### src/rtl/serial_adder_ctrl_pkg.sv
// Shared constants for the bit-serial add/subtract sequencer.
package serial_adder_ctrl_pkg;

    // Operand / result width used when the instantiating level does not override it.
    localparam int DEFAULT_WIDTH = 8;

    // Sequencer states.
    typedef enum logic [1:0] {
        S_IDLE = 2'd0,
        S_RUN  = 2'd1,
        S_DONE = 2'd2
    } state_t;

endpackage : serial_adder_ctrl_pkg

### src/rtl/serial_adder_ctrl_fulladder.sv
// Ripple full adder: s = a + b + y, with carry-out c.
// The sequencer uses it with WIDTH=1 as its single serial adder cell.
module fulladder #(
    parameter int WIDTH = 1
) (
    input  logic [WIDTH-1:0] a,
    input  logic [WIDTH-1:0] b,
    input  logic             y,
    output logic             c,
    output logic [WIDTH-1:0] s
);

    logic [WIDTH:0] carry;

    assign carry[0] = y;

    // One full-adder bit per position, carry rippling upward.
    generate
        for (genvar gi = 0; gi < WIDTH; gi++) begin : g_bit
            assign s[gi]       = a[gi] ^ b[gi] ^ carry[gi];
            assign carry[gi+1] = (a[gi] & b[gi]) | (carry[gi] & (a[gi] ^ b[gi]));
        end
    endgenerate

    assign c = carry[WIDTH];

endmodule : fulladder

### src/rtl/serial_adder_ctrl.sv
// Bit-serial add/subtract sequencer. Operands are latched on an accepted start,
// then fed LSB-first through one 1-bit full adder, one bit per clock. Subtraction
// is a + ~b + 1, so the carry flop is seeded with sub and cout=1 means no borrow.
module serial_adder_ctrl
    import serial_adder_ctrl_pkg::*;
#(
    parameter int WIDTH = DEFAULT_WIDTH
) (
    input  logic             clk,
    input  logic             reset,
    input  logic             start,
    input  logic             sub,
    input  logic [WIDTH-1:0] a,
    input  logic [WIDTH-1:0] b,
    output logic             busy,
    output logic             done,
    output logic [WIDTH-1:0] sum,
    output logic             cout
);

    localparam int                CNT_W    = $clog2(WIDTH);
    localparam logic [CNT_W-1:0] CNT_LAST = CNT_W'(WIDTH - 1);

    state_t           state_q, state_d;
    logic [CNT_W-1:0] cnt_q, cnt_d;
    logic [WIDTH-1:0] a_sh_q, a_sh_d;
    logic [WIDTH-1:0] b_sh_q, b_sh_d;
    logic             carry_q, carry_d;
    logic [WIDTH-1:0] sum_q, sum_d;
    logic             cout_q, cout_d;

    logic [0:0]       fa_s;
    logic             fa_c;

    // The single adder cell works on the current LSBs and the stored carry.
    fulladder #(
        .WIDTH (1)
    ) u_fa (
        .a (a_sh_q[0:0]),
        .b (b_sh_q[0:0]),
        .y (carry_q),
        .c (fa_c),
        .s (fa_s)
    );

    // Next-state, operand loading and per-bit shifting.
    always_comb begin
        state_d = state_q;
        cnt_d   = cnt_q;
        a_sh_d  = a_sh_q;
        b_sh_d  = b_sh_q;
        carry_d = carry_q;
        sum_d   = sum_q;
        cout_d  = cout_q;

        case (state_q)
            S_IDLE, S_DONE: begin
                if (start) begin
                    state_d = S_RUN;
                    a_sh_d  = a;
                    b_sh_d  = sub ? ~b : b;
                    carry_d = sub;
                    cnt_d   = '0;
                    sum_d   = '0;
                    cout_d  = 1'b0;
                end else begin
                    state_d = S_IDLE;
                end
            end
            S_RUN: begin
                // start is deliberately not looked at here: a running operation is never disturbed.
                carry_d = fa_c;
                sum_d   = {fa_s, sum_q[WIDTH-1:1]};
                a_sh_d  = a_sh_q >> 1;
                b_sh_d  = b_sh_q >> 1;
                if (cnt_q == CNT_LAST) begin
                    cout_d  = fa_c;
                    cnt_d   = '0;
                    state_d = S_DONE;
                end else begin
                    cnt_d = cnt_q + 1'b1;
                end
            end
            default: begin
                state_d = S_IDLE;
            end
        endcase
    end

    // State and datapath registers, cleared asynchronously.
    always_ff @(posedge clk or posedge reset) begin
        if (reset) begin
            state_q <= S_IDLE;
            cnt_q   <= '0;
            a_sh_q  <= '0;
            b_sh_q  <= '0;
            carry_q <= 1'b0;
            sum_q   <= '0;
            cout_q  <= 1'b0;
        end else begin
            state_q <= state_d;
            cnt_q   <= cnt_d;
            a_sh_q  <= a_sh_d;
            b_sh_q  <= b_sh_d;
            carry_q <= carry_d;
            sum_q   <= sum_d;
            cout_q  <= cout_d;
        end
    end

    assign busy = (state_q == S_RUN);
    assign done = (state_q == S_DONE);
    assign sum  = sum_q;
    assign cout = cout_q;

endmodule : serial_adder_ctrl
### config.mk
export PLATFORM = sky130hd
export DESIGN_NAME = serial_adder_ctrl
export DESIGN_NICKNAME = d
export VERILOG_FILES = /design/src/rtl/serial_adder_ctrl_pkg.sv /design/src/rtl/serial_adder_ctrl_fulladder.sv /design/src/rtl/serial_adder_ctrl.sv
export SDC_FILE = /design/constraint.sdc
export NUM_CORES = 1
export LEC_CHECK = 0
export CAP_MARGIN = 15
export CORE_AREA = 3 3 56 58
export DETAILED_ROUTE_END_ITERATION = 12
export DIE_AREA = 0 0 59 61
export PLACE_DENSITY_LB_ADDON = 0.1
export SYNTH_ARGS = -nofsm -noshare
export SYNTH_HDL_FRONTEND = slang
export SYNTH_SLANG_ARGS = --single-unit
### constraint.sdc
create_clock -name clk -period 3 [get_ports clk]
set_input_delay 0.45 -clock clk [delete_from_list [all_inputs] [get_ports clk]]
set_output_delay 0.45 -clock clk [all_outputs]
set_load 0.01 [all_outputs]
==> flow_metrics.py, run 1 <==
metrics = {
    "outcome": {
        "outcome": "completed",
    },
    "clock_network": {
        "cts_setup_buffers": 0,
        "cts_resized": 0,
        "cts_made_buffers": 5,
        "clock-sinks": 31,
        "cts_tree": "done",
        "cts.clk_slew.worst_paths_ps": 90,
        "clock-root-buffer": "clkbuf_4",
        "cts_buffer_depth": 2,
        "insertion_delay_ps": 330,
        "postCtsHoldBufs": 0,
        "cts-htree-levels": 2,
    },
    "timing": {
        "finalCriticalPeriod_ps": 2593,
        "setup_tns_ps": 0,
        "max_slew_margin_pct": 61.52,
        "period_share_pct": 86.45,
        "fin_ws_ps": 406.5,
        "drv_slew": 0,
        "fmax_ghz": 0.3856,
        "skew_ps": 6.877,
        "hold_viol": 0,
        "tightest_slew_ps": 577.2,
        "finalSetupViolCount": 0,
        "grt_setup_unrepaired": "false",
    },
    "worst_setup_path": {
        "critPathLaunchType": "flip-flop",
        "rr_endpoint": "b_sh_q[6]",
        "end_kind": "primary output",
        "critical_path_required_ps": 2550,
        "worstRegToRegCells": 5,
        "critPathLaunch": "state_q[1]",
        "crit_arrival_ps": 2140,
        "r2r-start": "state_q[1]",
        "crit_fanout": 26,
        "r2r_slack_ps": 1100,
        "path_buf_inv": 2,
        "slowest_delay_ps": 630,
        "critPathTopFamily": "buffers and inverters",
        "critPathSlowestCell": "clkdlybuf4s50_1",
        "timing.critical_path.cells": "nand2b_1, inv_2, clkdlybuf4s50_1",
        "path_class": "flip-flop to primary output",
    },
    "routing": {
        "viasPerCell": 5.531,
        "drt_wl_total_um": 2662,
        "wl_met2_um": 1274,
        "wl_met3_um": 152,
        "drtPass1Iterations": 4,
        "first_iter_violations": 46,
        "wire_per_inst_um": 14.87,
        "drc_errors": 0,
        "drtAntennaViolNets": 0,
        "dr.max_layer_used": "met4",
        "vias": 990,
        "routedLengthMet1_um": 1216,
    },
    "yosys": {
        "synth_area_per_cell_um2": 11.74,
        "ys_seq_area_share_pct": 56.99,
        "postSynth.asyncResetShare_pct": 100.0,
        "synthCells": 116,
        "yosys.area.top_type": "dfrtp_1",
        "yosysTopAreaCellShare_pct": 56.99,
        "synthTopCellsByCount": "dfrtp_1 (31), a22o_1 (10), a221o_1 (9)",
        "ys.flop_type": "dfrtp_1",
        "yosysWarningCount": 0,
        "ys_ff_latch": 31,
        "synth.most_common_cell": "dfrtp_1",
        "syn_nets": 139,
        "synth_area_leaders": "dfrtp_1 (57%), a221o_1 (6.6%), a22o_1 (6.4%)",
        "synth_area_mm2": 0.001361,
        "synth.distinct_cells": 25,
        "synth_edf_count": 0,
    },
    "power": {
        "total_power_mw": 1.648,
        "cellPowerDensity_mw_per_mm2": 952.5,
        "ir_worst_vdd_mv": 0.6271,
        "p_leak_nw": 0.7867,
    },
    "placement": {
        "dpl.hpwl_um": 1784,
        "gp_congestion": 0.7034,
        "post-place-ws_ps": 801.7,
        "portBuffers": 30,
    },
    "die": {
        "die_w_um": 59,
        "start_util_pct": 50.23,
        "die-height_um": 61,
        "core_mm2": 0.002710,
        "rows": 19,
        "io-pin-count": 31,
        "die_area_mm2": 0.003599,
    },
    "layout": {
        "syn_to_final_growth_pct": 27.11,
        "nets": 171,
        "diodes": 0,
        "drive_gt1_share_pct": 8.108,
        "n_fill_cell": 227,
    },
    "global_route": {
        "grt_usage_pct": 16.96,
        "antenna_found_initial": 0,
        "grt_max_degree": 32,
        "grt_pass1_vias": 945,
        "grt_first_pass_wirelength_um": 4388,
        "grt_overflow": 0,
    },
    "run": {
        "drv_cap": 0,
    },
    "min_path": {
        "holdCritPathClass": "input pin to asynchronous set/reset pin",
    },
}
[power breakdown]
group	internal [mW]	switching [mW]	leakage, nW
combinational	0.359	0.342	0.358
clock	0.108	0.132	0.0341
sequential	0.600	0.107	0.394
total	1.07	0.581	0.787
[placed cells by master, fill, tap and decap left out, drive strengths merged, types with 2 or more instances in the layout]
cell type      count
clkdlybuf4s50     30
a221o              9
nor2b              2
o21ai              2
xnor2              7
a22oi              6
inv                7
buf                3
a22o              10
nand3              7
ha                 2
dfrtp             31
clkbuf             6
nand2              6
nor3               2
nand2b             2
nor2               9
[registers in the layout, summed over array words and instances (netlist names)]
register and count:
a_sh_q 8, b_sh_q 8, sum 8, cnt_q 3, state_q 2, carry_q 1
cout 1
[worst reg2reg max path, cell delays in order, from the launching register on]
cell      delay, ps
dfrtp_1         390
nand2b_1        350
inv_2           450
nor2_2           70
buf_4           210
a221o_1         310
[per-layer routing]
metal	up-vias	track usage, %
li1	480	-
met4	0	6.796
met1	483	21.25
met5	-	0
met2	25	26.03
met3	2	7.234
[layout make-up]
| cell class | instances | area (µm²) | share of cell area, % |
|---|---|---|---|
| tap | 31 | 38.79 | 2.242 |
| clock inverter | 1 | 5.005 | 0.2892 |
| clock buffer | 6 | 51.30 | 2.965 |
| timing repair buffer | 33 | 322.8 | 18.66 |
| multi-input combinational | 70 | 510.5 | 29.50 |
| inverter | 7 | 26.28 | 1.518 |
| sequential | 31 | 775.7 | 44.83 |
[stage by stage]
| stage | area [µm²] | utilization, % | instances | hold slack (ps) |
|---|---|---|---|---|
| final | 1730 | 63.85 | 179 | 499.8 |
| after CTS | 1730 | 63.85 | 179 | 504.6 |
| after global routing | 1730 | 63.85 | 179 | 518.8 |
| after global placement | 1674 | 61.77 | 172 | 478.0 |
| after floorplan | 1361 | - | 116 | 466.2 |
| after detailed placement | 1674 | 61.77 | 172 | 487.6 |
[how the worst max path moves through the flow]
| stage | end | slack [ps] | cells past startpoint |
|---|---|---|---|
| 2_1_floorplan | busy | 1730 | 3 |
| 3_3_place_gp | busy | 830 | 3 |
| 3_5_place_dp | busy | 800 | 3 |
| 4_1_cts | busy | 420 | 3 |
| 5_1_grt | busy | 280 | 3 |
| 6_report | busy | 410 | 3 |
[cell families (layout without fill, tap and decap cells)]
family,after synthesis,after routing,share of synthesized area [%]
compound gates,30,30,19.03
flops,31,31,56.99
simple gates,29,29,10.02
buf+inv,15,47,5.515
fa+ha+maj,3,3,3.309
xor+xnor,8,8,5.147
(Power assumes the default switching activity.)
==> run 2: changes to the inputs <==
CORE_AREA = 3 3 60 62   (was 3 3 56 58)
DIE_AREA = 0 0 63 65   (was 0 0 59 61)
==> run 2 against run 1 <==
Compared with the run above: clock-buffer cell count stayed put; worst hold slack worse by 13 ps; clock skew hardly changed; die area is 14% higher; setup slack better by 54 ps; combinational power is 3.3% lower; clock power hardly changed.
==> flow_metrics.py, run 2 (synthesis gave the netlist of run 1 again) <==
metrics = {
    "routing": {
        "wire_per_inst_um": 13.59,
        "first_iter_violations": 33,
        "drtAntennaViolNets": 0,
        "drt_wl_total_um": 2595,
        "vias": 991,
        "drc_errors": 0,
        "viasPerCell": 5.188,
        "drtPass1Iterations": 4,
    },
    "die": {
        "core_mm2": 0.003078,
        "die_w_um": 63,
        "die-height_um": 65,
        "rows": 20,
        "start_util_pct": 44.23,
        "io-pin-count": 31,
        "die_area_mm2": 0.004095,
    },
    "timing": {
        "grt_setup_unrepaired": "false",
        "finalSetupViolCount": 0,
        "drv_slew": 0,
        "whs_ps": 486.3,
        "max_slew_margin_pct": 45.89,
        "period_share_pct": 84.66,
        "setup_tns_ps": 0,
        "finalCriticalPeriod_ps": 2540,
        "hold_viol": 0,
        "tightest_slew_ps": 810.8,
        "fmax_ghz": 0.3937,
        "skew_ps": 6.914,
    },
    "global_route": {
        "antenna_found_initial": 0,
        "grt_usage_pct": 14.60,
        "grt_overflow": 0,
        "met3_usage_pct": 4.333,
        "grt_max_degree": 32,
        "met1_usage_pct": 18.14,
        "grt_first_pass_wirelength_um": 4636,
        "busiest_layer": "met2",
        "met2_usage_pct": 23.45,
        "grt_pass1_vias": 1056,
    },
    "power": {
        "p_leak_nw": 0.7816,
        "ir_worst_vdd_mv": 0.4144,
        "cellPowerDensity_mw_per_mm2": 939.0,
        "total_power_mw": 1.633,
    },
    "clock_network": {
        "cts.clk_slew.worst_paths_ps": 90,
        "clock-sinks": 31,
        "cts_made_buffers": 5,
        "postCtsHoldBufs": 0,
        "clock-root-buffer": "clkbuf_4",
        "cts_setup_buffers": 0,
        "cts-htree-levels": 2,
        "cts_tree": "done",
        "cts_resized": 0,
        "insertion_delay_ps": 330,
        "cts_buffer_depth": 2,
    },
    "layout": {
        "final_cell_area_mm2": 0.001739,
        "n_fill_cell": 279,
        "diodes": 0,
        "nets": 170,
        "drive_gt1_share_pct": 7.483,
        "syn_to_final_growth_pct": 27.76,
        "seq_area_um2": 775.7,
        "multi_input_area_um2": 510.5,
        "final_common_cell": "dfrtp_1",
        "final_cell_mix": "dfrtp_1 (31), clkdlybuf4s50_1 (30), a22o_1 (10)",
        "fin_util_pct": 56.50,
    },
    "worst_setup_path": {
        "critPathLaunch": "state_q[1]",
        "r2r_slack_ps": 930,
        "path_class": "flip-flop to primary output",
        "r2r-start": "state_q[0]",
        "critPathLaunchType": "flip-flop",
        "crit_fanout": 26,
        "end_kind": "primary output",
        "crit_arrival_ps": 2090,
        "critical_path_required_ps": 2550,
    },
    "run": {
        "drv_cap": 0,
    },
    "min_path": {
        "holdCritPathClass": "input pin to asynchronous set/reset pin",
    },
    "outcome": {
        "outcome": "completed",
    },
    "placement": {
        "portBuffers": 30,
        "gp_congestion": 0.7069,
        "placedInstanceArea_mm2": 0.001683,
        "dpl.hpwl_um": 1824,
    },
}
[run 2: final timing paths]
kind | depth (start not counted) | endpoint
worst max-delay path | 3 | busy
worst min-delay path | 3 | sum[1]
worst max register to register | 4 | b_sh_q[5]
worst min register to register | 1 | cnt_q[1]
max in group asynchronous | 3 | state_q[0]
min in group clk | 1 | cnt_q[1]
[run 2: critical path, cell delays in order, from the launching register on]
cell and delay (ps):
dfrtp_1 390, nand2b_1 320, inv_2 420, clkdlybuf4s50_1 630
[run 2: layout make-up]
type	instances	area share, %
clock buffers	6	2.950
clock inverters	1	0.2878
inverters	7	1.511
multi-input cells	70	29.35
flip-flops and latches	31	44.60
well taps	44	3.165
repair buffers	32	18.13
[run 2: layer usage]
| metal | vias up | part of all wire [%] |
|---|---|---|
| met5 | - | 0 |
| met4 | 0 | 1.1 |
| met3 | 5 | 4.6 |
| met2 | 28 | 49 |
| met1 | 484 | 45 |
| li1 | 474 | - |
[run 2: report_power, final]
| part | switching, mW | internal, mW | leakage, nW | total (mW) |
|---|---|---|---|---|
| Combinational | 0.329 | 0.349 | 0.353 | 0.678 |
| Clock | 0.135 | 0.108 | 0.0341 | 0.243 |
| Sequential | 0.113 | 0.600 | 0.394 | 0.712 |
| Total | 0.576 | 1.06 | 0.782 | 1.63 |
[run 2: through the flow]
stage,cells,setup WS [ps]
after floorplan,116,1732
after global placement,184,813.0
after detailed placement,184,800.6
after CTS,191,426.9
after global routing,191,301.1
final,191,460.1
==> run 3: changes to the inputs <==
clock period = 2.08 ns   (was 3 ns; I/O delays follow)
==> run 3 against run 2 <==
Compared with the run above: non-clock buffer count up 2; cell count up 1.6%; sequential cell count unchanged; routed wire length up 2.9%; die area unchanged; design area up 0.65%; critical path depth unchanged; first-iteration DRC count up 76%; combinational power up 52%; critical path type unchanged; largest power group unchanged.
==> flow_metrics.py, run 3 (synthesis gave the netlist of run 1 again) <==
metrics = {
    "worst_setup_path": {
        "crit_fanout": 14,
        "critPathLaunchType": "flip-flop",
        "crit_arrival_ps": 1610,
        "path_class": "flip-flop to primary output",
        "end_kind": "primary output",
        "critical_path_required_ps": 1770,
    },
    "placement": {
        "post-place-ws_ps": 229.1,
        "portBuffers": 30,
        "place_inst": 186,
        "gp_congestion": 0.7612,
        "dpl.hpwl_um": 1868,
    },
    "layout": {
        "n_fill_cell": 279,
        "drive_gt1_share_pct": 8.000,
        "diodes": 0,
        "syn_to_final_growth_pct": 28.58,
        "stdcell_count": 194,
        "nets": 172,
        "fin_util_pct": 56.87,
        "final_cell_mix": "dfrtp_1 (31), clkdlybuf4s50_1 (30), a22o_1 (10)",
        "final_common_cell": "dfrtp_1",
    },
    "die": {
        "core_mm2": 0.003078,
        "die-height_um": 65,
        "die_w_um": 63,
        "rows": 20,
        "start_util_pct": 44.23,
        "die_area_mm2": 0.004095,
        "io-pin-count": 31,
    },
    "routing": {
        "wire_per_inst_um": 13.77,
        "vias": 998,
        "drc_errors": 0,
        "first_iter_violations": 58,
        "viasPerCell": 5.144,
        "drtAntennaViolNets": 0,
        "drt_wl_total_um": 2671,
        "drtPass1Iterations": 4,
    },
    "timing": {
        "period_share_pct": 92.62,
        "fmax_ghz": 0.5191,
        "hold_viol": 0,
        "fin_ws_ps": 153.6,
        "setup_tns_ps": 0,
        "finalSetupViolCount": 0,
        "skew_ps": 7.309,
        "drv_slew": 0,
        "max_slew_margin_pct": 46.22,
        "tightest_slew_ps": 805.9,
        "finalCriticalPeriod_ps": 1926,
        "grt_setup_unrepaired": "false",
    },
    "clock_network": {
        "clock-sinks": 31,
        "insertion_delay_ps": 320,
        "clock-root-buffer": "clkbuf_4",
        "cts_tree": "done",
        "cts.clk_slew.worst_paths_ps": 90,
        "cts_made_buffers": 5,
        "cts_setup_buffers": 0,
        "cts-htree-levels": 2,
        "cts_buffer_depth": 2,
    },
    "power": {
        "total_power_mw": 2.375,
        "ir_worst_vdd_mv": 0.6876,
        "intPower_mw": 1.530,
        "combPwrFrac_pct": 43.3,
        "p_clk_share_pct": 13.3,
        "netSwitchingFraction_pct": 35.56,
        "power_frac_seq_pct": 43.4,
        "switching_power_mw": 0.8445,
        "cellPowerDensity_mw_per_mm2": 1357,
        "p_leak_nw": 0.7868,
    },
    "global_route": {
        "grt_usage_pct": 14.82,
        "grt_pass1_vias": 1051,
        "grt_overflow": 0,
        "grt_first_pass_wirelength_um": 4685,
        "antenna_found_initial": 0,
        "grt_max_degree": 32,
    },
    "run": {
        "drv_cap": 0,
    },
    "outcome": {
        "outcome": "completed",
    },
    "min_path": {
        "holdCritPathClass": "input pin to asynchronous set/reset pin",
    },
}
-- run 3: cell types whose count changed in the layout (fill, tap and decap cells not counted), sizes merged --
| cell | delta |
|---|---|
| buf | +2 |
| clkbuf | +1 |
-- run 3: worst paths after layout --
check,cells after the start,startpoint,slack (ps),to
setup / recovery,3,state_q[1],150,busy
hold / removal,3,reset,360,sum[2]
setup reg to reg,4,state_q[0],440,b_sh_q[4]
hold reg to reg,1,cnt_q[1],510,cnt_q[1]
max in group asynchronous,3,reset,1440,state_q[0]
min in group clk,1,cnt_q[1],510,cnt_q[1]
-- run 3: critical path: stages, from the launching register on --
cell             delay (ps)
dfrtp_1                 390
nand2b_1                190
inv_4                   160
clkdlybuf4s50_1         560
-- run 3: what timing repair did --
item,4_1_cts,5_1_grt
endpoints found under the setup margin,0,1
hold buffers,0,0
resized for setup,0,1
-- run 3: per-layer routing --
metal  wire, µm  GRT usage, %  vias to the layer above
met3        121         3.986                        5
met4         40         6.612                        0
met5          0             0                        -
met2       1253         24.24                       24
met1       1257         18.32                      488
li1           -             -                      481
-- run 3: per-stage QoR --
| step | instance area [µm²] | hold WS (ps) |
|---|---|---|
| after floorplan | 1361 | 415.5 |
| after global placement | 1698 | 478.5 |
| after detailed placement | 1698 | 485.8 |
| after CTS | 1748 | 361.2 |
| after global routing | 1750 | 416.0 |
| final | 1750 | 362.7 |
-- run 3: power groups by stage --
stage	clock [mW]	sequential (mW)	combinational, mW
floorplan	0	1.03	0.693
global placement	0	1.03	1.01
CTS	0.330	1.03	1.04
global route	0.364	1.06	1.15
finish	0.316	1.03	1.03
detailed placement	0	1.04	1.03
-- run 3: cell type report --
type	count	area, µm²	area share [%]
Clock buffer	7	45.04	2.573
Clock inverter	1	5.005	0.2859
Inverter	7	28.78	1.644
Multi-Input combinational cell	70	510.5	29.16
Sequential cell	31	775.7	44.32
Tap cell	44	55.05	3.145
Timing Repair Buffer	34	330.3	18.87
